`config.mk`:
```
export PLATFORM = sky130hd
export DESIGN_NAME = spi_master_ctrl_flat
export DESIGN_NICKNAME = d
export VERILOG_FILES = /design/src/rtl/spi_master_ctrl_pkg.sv /design/src/rtl/spi_master_ctrl_if.sv /design/src/rtl/spi_clk_gen.sv /design/src/rtl/spi_master_ctrl.sv /design/src/flat_wrapper.sv
export SDC_FILE = /design/constraint.sdc
export NUM_CORES = 1
export LEC_CHECK = 0
export ABC_AREA = 1
export CORE_ASPECT_RATIO = 1.25
export CORE_MARGIN = 2
export CORE_UTILIZATION = 48
export CTS_BUF_LIST = sky130_fd_sc_hd__clkbuf_2 sky130_fd_sc_hd__clkbuf_4 sky130_fd_sc_hd__clkbuf_8
export CTS_CLUSTER_SIZE = 20
export DETAILED_ROUTE_END_ITERATION = 16
export PLACE_DENSITY = 0.87
export SYNTH_ARGS = -nofsm -noshare
export SYNTH_HDL_FRONTEND = slang
export SYNTH_SLANG_ARGS = --single-unit
```
`constraint.sdc`:
```
create_clock -name clk -period 1.6 [get_ports clk]
set_clock_uncertainty 0.05 [all_clocks]
set_input_delay 0.4 -clock clk [delete_from_list [all_inputs] [get_ports clk]]
set_output_delay 0.4 -clock clk [all_outputs]
set_load 0.03 [all_outputs]
```
`src/rtl/spi_master_ctrl_pkg.sv`:
```
// Shared definitions for the SPI mode-0 master: FSM state encoding,
// default parameter values and idle levels of the SPI pins.
package spi_master_ctrl_pkg;

  localparam int unsigned DEF_DATA_W   = 8;
  localparam int unsigned DEF_CLK_DIV  = 2;
  localparam int unsigned DEF_SS_SETUP = 2;
  localparam int unsigned DEF_SS_HOLD  = 2;
  localparam int unsigned DEF_SS_GAP   = 2;

  // Mode 0: sclk idles low, slave select idles high (inactive).
  localparam logic SCLK_IDLE = 1'b0;
  localparam logic SS_IDLE   = 1'b1;

  typedef enum logic [2:0] {
    ST_IDLE,
    ST_SETUP,
    ST_LOW,
    ST_HIGH,
    ST_WAIT_NEXT,
    ST_HOLD,
    ST_GAP
  } state_t;

  function automatic int unsigned max3(input int unsigned a, input int unsigned b,
                                       input int unsigned c);
    int unsigned m;
    m = (a > b) ? a : b;
    return (m > c) ? m : c;
  endfunction

endpackage

```
`src/rtl/spi_master_ctrl_if.sv`:
```
// Byte-stream side of the SPI master: tx valid/ready handshake, rx pulse
// and busy status. The master modport is the upstream producer.
interface spi_master_ctrl_if
  import spi_master_ctrl_pkg::*;
#(
  parameter int unsigned DATA_W = DEF_DATA_W
);
  logic              tx_valid;
  logic              tx_ready;
  logic [DATA_W-1:0] tx_data;
  logic              tx_last;
  logic              rx_valid;
  logic [DATA_W-1:0] rx_data;
  logic              busy;

  modport master (
    output tx_valid, tx_data, tx_last,
    input  tx_ready, rx_valid, rx_data, busy
  );

  modport slave (
    input  tx_valid, tx_data, tx_last,
    output tx_ready, rx_valid, rx_data, busy
  );
endinterface

```
`src/rtl/spi_clk_gen.sv`:
```
// Saturating cycle counter: done is high while the count equals term, so a
// state that clears it on entry lasts term+1 cycles.
module spi_clk_gen #(
  parameter int unsigned CNT_W = 2
) (
  input  logic             clk,
  input  logic             rst,
  input  logic             clr,
  input  logic [CNT_W-1:0] term,
  output logic             done
);
  logic [CNT_W-1:0] cnt_q, cnt_d;

  always_comb begin
    done  = (cnt_q == term);
    cnt_d = cnt_q;
    if (clr) begin
      cnt_d = '0;
    end else if (!done) begin
      cnt_d = cnt_q + 1'b1;
    end
  end

  always_ff @(posedge clk) begin
    if (rst) begin
      cnt_q <= '0;
    end else begin
      cnt_q <= cnt_d;
    end
  end
endmodule

```
`src/rtl/spi_master_ctrl.sv`:
```
// SPI mode-0 master: shifts stream words out on mosi MSB first, captures
// miso on sclk rises, and keeps ss low across words until tx_last completes.
module spi_master_ctrl
  import spi_master_ctrl_pkg::*;
#(
  parameter int unsigned DATA_W   = DEF_DATA_W,
  parameter int unsigned CLK_DIV  = DEF_CLK_DIV,
  parameter int unsigned SS_SETUP = DEF_SS_SETUP,
  parameter int unsigned SS_HOLD  = DEF_SS_HOLD,
  parameter int unsigned SS_GAP   = DEF_SS_GAP
) (
  input  logic             clk,
  input  logic             rst,
  spi_master_ctrl_if.slave bus,
  output logic             sclk,
  output logic             ss,
  output logic             mosi,
  input  logic             miso
);
  localparam int unsigned BIT_W = $clog2(DATA_W + 1);
  localparam int unsigned PH_W  = $clog2(CLK_DIV + 1);
  localparam int unsigned TMR_W = $clog2(max3(SS_SETUP, SS_HOLD, SS_GAP) + 1);

  state_t            state_q, state_d;
  logic [DATA_W-1:0] tx_shift_q, tx_shift_d;
  logic [DATA_W-1:0] rx_shift_q, rx_shift_d;
  logic [DATA_W-1:0] rx_data_q, rx_data_d;
  logic [BIT_W-1:0]  bit_cnt_q, bit_cnt_d;
  logic              last_q, last_d;
  logic              rx_valid_q, rx_valid_d;
  logic              tx_ready_q, tx_ready_d;
  logic              busy_q, busy_d;
  logic              sclk_q, sclk_d;
  logic              ss_q, ss_d;
  logic              mosi_q, mosi_d;
  logic              accept, state_chg, phase_done, tmr_done;
  logic [TMR_W-1:0]  tmr_term;

  spi_clk_gen #(.CNT_W(PH_W)) u_phase (
    .clk  (clk),
    .rst  (rst),
    .clr  (state_chg),
    .term (PH_W'(CLK_DIV - 1)),
    .done (phase_done)
  );

  spi_clk_gen #(.CNT_W(TMR_W)) u_timer (
    .clk  (clk),
    .rst  (rst),
    .clr  (state_chg),
    .term (tmr_term),
    .done (tmr_done)
  );

  always_comb begin
    case (state_q)
      ST_SETUP: tmr_term = TMR_W'(SS_SETUP - 1);
      ST_HOLD:  tmr_term = TMR_W'(SS_HOLD - 1);
      default:  tmr_term = TMR_W'(SS_GAP - 1);
    endcase
  end

  always_comb begin
    state_d    = state_q;
    tx_shift_d = tx_shift_q;
    rx_shift_d = rx_shift_q;
    rx_data_d  = rx_data_q;
    bit_cnt_d  = bit_cnt_q;
    last_d     = last_q;
    mosi_d     = mosi_q;
    rx_valid_d = 1'b0;
    accept     = bus.tx_valid && tx_ready_q;

    case (state_q)
      ST_IDLE, ST_WAIT_NEXT: begin
        if (accept) begin
          tx_shift_d = bus.tx_data;
          last_d     = bus.tx_last;
          bit_cnt_d  = BIT_W'(DATA_W - 1);
          mosi_d     = bus.tx_data[DATA_W-1];
          state_d    = (state_q == ST_IDLE) ? ST_SETUP : ST_LOW;
        end
      end
      ST_SETUP: if (tmr_done) state_d = ST_LOW;
      ST_LOW: begin
        if (phase_done) begin
          rx_shift_d = (rx_shift_q << 1) | DATA_W'(miso);
          state_d    = ST_HIGH;
        end
      end
      ST_HIGH: begin
        if (phase_done) begin
          if (bit_cnt_q == '0) begin
            rx_valid_d = 1'b1;
            rx_data_d  = rx_shift_q;
            state_d    = last_q ? ST_HOLD : ST_WAIT_NEXT;
          end else begin
            bit_cnt_d  = bit_cnt_q - 1'b1;
            tx_shift_d = tx_shift_q << 1;
            mosi_d     = tx_shift_d[DATA_W-1];
            state_d    = ST_LOW;
          end
        end
      end
      ST_HOLD: if (tmr_done) state_d = ST_GAP;
      ST_GAP:  if (tmr_done) state_d = ST_IDLE;
      default: state_d = ST_IDLE;
    endcase

    // Pin-level outputs are decoded from the next state so they can all be
    // registered without lagging the state register by a cycle.
    state_chg  = (state_d != state_q);
    ss_d       = (state_d == ST_IDLE || state_d == ST_GAP) ? SS_IDLE : ~SS_IDLE;
    sclk_d     = (state_d == ST_HIGH) ? ~SCLK_IDLE : SCLK_IDLE;
    tx_ready_d = (state_d == ST_IDLE || state_d == ST_WAIT_NEXT);
    busy_d     = (state_d != ST_IDLE);
  end

  always_ff @(posedge clk) begin
    if (rst) begin
      state_q    <= ST_IDLE;
      tx_shift_q <= '0;
      rx_shift_q <= '0;
      rx_data_q  <= '0;
      bit_cnt_q  <= '0;
      last_q     <= 1'b0;
      rx_valid_q <= 1'b0;
      tx_ready_q <= 1'b0;
      busy_q     <= 1'b0;
      sclk_q     <= SCLK_IDLE;
      ss_q       <= SS_IDLE;
      mosi_q     <= 1'b0;
    end else begin
      state_q    <= state_d;
      tx_shift_q <= tx_shift_d;
      rx_shift_q <= rx_shift_d;
      rx_data_q  <= rx_data_d;
      bit_cnt_q  <= bit_cnt_d;
      last_q     <= last_d;
      rx_valid_q <= rx_valid_d;
      tx_ready_q <= tx_ready_d;
      busy_q     <= busy_d;
      sclk_q     <= sclk_d;
      ss_q       <= ss_d;
      mosi_q     <= mosi_d;
    end
  end

  assign bus.tx_ready = tx_ready_q;
  assign bus.rx_valid = rx_valid_q;
  assign bus.rx_data  = rx_data_q;
  assign bus.busy     = busy_q;
  assign sclk         = sclk_q;
  assign ss           = ss_q;
  assign mosi         = mosi_q;
endmodule

```
`src/flat_wrapper.sv`:
```
// flat-port wrapper written by rule: the top's interface ports become plain ports
module spi_master_ctrl_flat import spi_master_ctrl_pkg::*;
#(
  parameter int unsigned DATA_W   = DEF_DATA_W,
  parameter int unsigned CLK_DIV  = DEF_CLK_DIV,
  parameter int unsigned SS_SETUP = DEF_SS_SETUP,
  parameter int unsigned SS_HOLD  = DEF_SS_HOLD,
  parameter int unsigned SS_GAP   = DEF_SS_GAP
)
  (clk, rst, sclk, ss, mosi, miso, bus_tx_valid, bus_tx_data, bus_tx_last, bus_tx_ready, bus_rx_valid, bus_rx_data, bus_busy);
  spi_master_ctrl_if #(.DATA_W(DATA_W)) bus_i ();
  input  logic clk;
  input  logic rst;
  output logic sclk;
  output logic ss;
  output logic mosi;
  input  logic miso;
  input wire logic [$bits(bus_i.tx_valid)-1:0] bus_tx_valid;
  input wire logic [$bits(bus_i.tx_data)-1:0] bus_tx_data;
  input wire logic [$bits(bus_i.tx_last)-1:0] bus_tx_last;
  output wire logic [$bits(bus_i.tx_ready)-1:0] bus_tx_ready;
  output wire logic [$bits(bus_i.rx_valid)-1:0] bus_rx_valid;
  output wire logic [$bits(bus_i.rx_data)-1:0] bus_rx_data;
  output wire logic [$bits(bus_i.busy)-1:0] bus_busy;
  assign bus_i.tx_valid = bus_tx_valid;
  assign bus_i.tx_data = bus_tx_data;
  assign bus_i.tx_last = bus_tx_last;
  assign bus_tx_ready = bus_i.tx_ready;
  assign bus_rx_valid = bus_i.rx_valid;
  assign bus_rx_data = bus_i.rx_data;
  assign bus_busy = bus_i.busy;
  spi_master_ctrl #(.DATA_W(DATA_W), .CLK_DIV(CLK_DIV), .SS_SETUP(SS_SETUP), .SS_HOLD(SS_HOLD), .SS_GAP(SS_GAP)) u_core (.clk(clk), .rst(rst), .bus(bus_i), .sclk(sclk), .ss(ss), .mosi(mosi), .miso(miso));
endmodule
```
==> flow_metrics.py <==
metrics = {
    "placement": {
        "post-place-ws_ns": -0.252,
        "gp_congestion": 0.804,
        "portBuffers": 26,
        "dp_cells": 298,
        "placed_area_um2": 2130,
        "dpl.hpwl_mm": 2.60,
    },
    "timing": {
        "setup_violations": 0,
        "fmax_ghz": 0.634,
        "period_share": 0.986,
        "final_hold_viol_count": 0,
        "period_needed_ns": 1.58,
        "whs_ns": 0.419,
        "finalMaxSlewViolations": 0,
        "setup_tns_ns": 0,
        "tightest_slew_ns": 0.310,
        "finalWorstSetupSlack_ns": 0.0219,
        "maxSlewHeadroom": 0.794,
    },
    "clocking": {
        "cts_root_buf": "clkbuf_8",
        "cts_max_level": 2,
        "cts_tree": "yes",
        "numCtsBuffers": 5,
        "insertion_delay_ns": 0.30,
        "cts.sinks": 41,
        "clockBufferDepth": 2,
        "cts_hold_buf": 0,
        "clk_pin_slew_ns": 0.08,
    },
    "floorplanning": {
        "dieArea_um2": 4140,
        "initial_utilization": 0.501,
        "die_w_um": 58.0,
        "fp.dieH_um": 71.4,
        "core_um2": 3480,
        "num_rows": 24,
        "ioPinCount": 27,
    },
    "critical_path": {
        "crit_buf_inv": 3,
        "critical_path.endpoint_type": "flop",
        "critPathLaunchType": "input pin",
        "reg2reg_depth": 7,
        "regToRegSetupSlack_ns": 0.04,
        "worstPathRequired_ns": 1.76,
        "crit_arrival_ns": 1.74,
        "critPathMaxFanout": 4,
        "critical_path_class": "in -> reg",
        "cp_slowest_stage_delay_ns": 0.46,
        "cpMaxStageDelayCell": "clkdlybuf4s50_1",
        "timing.rr.end": "u_core.bit_cnt_q[0]",
        "r2r-start": "u_core.state_q[0]",
        "crit_chain": "clkdlybuf4s50_1 > nand2_1 > inv_1 > nand2_1 > nand2_2 > nand2_4 > buf_4 > a221oi_2",
        "crit_path_frequent_cell": "nand2_1",
        "cpLargestDelayFamily": "buffers and inverters",
    },
    "global_routing": {
        "antenna_found_initial": 0,
        "track_usage": 0.191,
        "met1_usage": 0.213,
        "grt_pass1_vias": 1520,
        "top_usage_layer": "met2",
        "grt_pass1_wl_mm": 6.13,
        "grt_max_degree": 20,
        "groute.layer.met3.usage": 0.0487,
        "grt_overflow_total": 0,
        "grt_use_met2": 0.327,
    },
    "logic_synthesis": {
        "synth_top_area_share": 0.470,
        "synth_area_um2": 1750,
        "yosys_warnings": 0,
        "synth_area_per_cell_um2": 7.76,
        "ys_seq_area_frac": 0.470,
        "ys_seq_elements": 41,
        "synth_area_leaders": "dfxtp_1, nand2_1, o21ai_0",
        "synth_largest_area_cell": "dfxtp_1",
        "post_synth_num_cell_types": 28,
        "synth_nets": 241,
        "syn_inst": 225,
    },
    "worst_hold_path": {
        "hold_path_startpoint": "u_core.rx_shift_q[5]",
        "hp-class": "reg -> reg",
        "whs_endpoint": "u_core.rx_shift_q[5]",
        "hold_depth": 2,
    },
    "job": {
        "maxCapViolations": 0,
    },
    "routing": {
        "drc": 0,
        "totalWireLength_mm": 3.71,
        "vias": 1600,
        "post_drt_wl_per_cell_um": 12.1,
        "drtIter0Drc": 88,
        "drtPass1Iterations": 4,
        "vias_per_cell": 5.21,
        "antenna_left": 0,
    },
    "pwr": {
        "ir_drop_v": 0.000821,
        "leakage_nw": 1.08,
        "power_density_nw_per_um2": 1260,
    },
    "status": {
        "status": "finished, final reports clean",
    },
    "final_layout": {
        "stdcell_count": 307,
        "stdcell_area_um2": 2280,
        "final_layout_size_suffix_gt1_frac": 0.201,
        "area_delta_synth_final_pct": 30.4,
        "antenna_cells": 0,
        "fin_nets": 283,
    },
}
[area by class of cell]
| class | count | area, um2 |
|---|---|---|
| multi-input combinational | 150 | 832 |
| clock buffer | 6 | 76.3 |
| inverter | 28 | 113 |
| timing repair buffer | 41 | 368 |
| clock inverter | 2 | 15.0 |
| tap | 39 | 48.8 |
| sequential | 41 | 825 |
| fill | 271 | 1210 |
[where the power goes]
part           total (mW)  switching [mW]  internal [mW]
clock               0.676           0.353          0.324
sequential           1.26          0.0880           1.17
combinational       0.938           0.551          0.387
total                2.88           0.992           1.88
[cells in the final DEF, fill, tap and decap left out, types with 2 or more instances in the layout]
master,n
o21ai_0,22
dlygate4sd2_1,14
a21oi_1,7
nand2_1,41
buf_4,14
clkbuf_8,5
nor2_2,3
nand3_2,4
xor2_1,2
clkdlybuf4s50_1,12
nand2_2,5
nand2_4,2
nor2_4,2
inv_1,21
ha_4,2
a31oi_1,8
clkinvlp_4,2
inv_2,6
nor3_1,2
nand3_1,10
o21ai_1,8
nor2_1,25
dfxtp_1,38
dfxtp_2,3
[routing by layer]
metal	routed length [um]	vias to the layer above
met3	171	13
met5	0	-
met4	102	0
li1	-	814
met2	1840	41
met1	1590	732
[what timing repair did]
| item | in CTS | in global routing |
|---|---|---|
| pin swaps | 0 | 7 |
| buffers inserted | 0 | 1 |
| setup endpoints to repair | 18 | 18 |
| gates resized for setup | 16 | 19 |
[sequential cells by signal, summed over array words and instances (netlist names)]
| register | flops |
|---|---|
| u_core.last_q | 1 |
| u_core.rx_shift_q | 8 |
| u_core.bit_cnt_q | 4 |
| u_core.bus.busy | 1 |
| u_core.ss | 1 |
| u_core.u_timer.cnt_q | 2 |
| u_core.state_q | 3 |
| u_core.tx_shift_q | 7 |
| u_core.u_phase.cnt_q | 2 |
| u_core.bus.rx_data | 8 |
| u_core.bus.rx_valid | 1 |
| u_core.mosi | 1 |
| u_core.bus.tx_ready | 1 |
| u_core.sclk | 1 |
[worst max-delay path by stage]
stage                            start                 endpoint  slack [ns]  cells after the start
6_report                  bus_tx_valid      u_core.bit_cnt_q[0]        0.02                      8
3_5_place_dp              bus_tx_valid      u_core.bit_cnt_q[0]       -0.25                      8
4_1_cts            u_core.bit_cnt_q[0]  u_core.u_phase.cnt_q[1]        0.01                     10
3_3_place_gp              bus_tx_valid      u_core.bit_cnt_q[3]       -0.18                     10
5_1_grt        u_core.u_timer.cnt_q[0]  u_core.u_phase.cnt_q[0]       -0.12                      9
2_1_floorplan      u_core.bit_cnt_q[0]              u_core.mosi        0.14                     10
[through the flow]
stage / total power [mW] / utilization
4_1_cts: 2.79 / 0.636
3_3_place_gp: 2.08 / 0.612
5_1_grt: 3.06 / 0.654
6_report: 2.88 / 0.654
2_1_floorplan: 1.85 / -
3_5_place_dp: 2.12 / 0.612
[cells in the mapped netlist]
cell / n
dfxtp_1: 41
nand3_1: 11
a21oi_1: 7
nand3_2: 4
inv_1: 24
nor2_2: 1
buf_2: 1
ha_1: 3
o21ai_1: 6
inv_2: 3
nand2_4: 2
clkbuf_1: 3
nor2_8: 1
xor2_1: 2
nor3_1: 2
inv_6: 1
nor2_1: 28
o211ai_1: 1
o21ai_0: 24
o21bai_1: 1
a31oi_1: 8
nand2_2: 4
nand2_1: 42
nor2_4: 1
nand4_1: 1
buf_8: 1
buf_6: 1
a221oi_1: 1
[worst reg2reg max path, stage by stage (launching register included)]
cell      delay, ns
dfxtp_2        0.35
buf_4          0.15
nor2_1         0.18
nand2_1        0.15
nand2_2        0.13
nand2_4        0.08
buf_4          0.15
a221oi_2       0.23
[cell families after synthesis]
| group | after synthesis | share of synthesized area |
|---|---|---|
| XOR/XNOR | 2 | 0.0100 |
| AND/OR/NAND/NOR | 97 | 0.263 |
| buffers and inverters | 34 | 0.0874 |
| AO/OA/AOI/OAI | 48 | 0.148 |
| flip-flops | 41 | 0.470 |
| adder cells (fa/ha/maj) | 3 | 0.0215 |
Power figures use the tool's default switching activity.
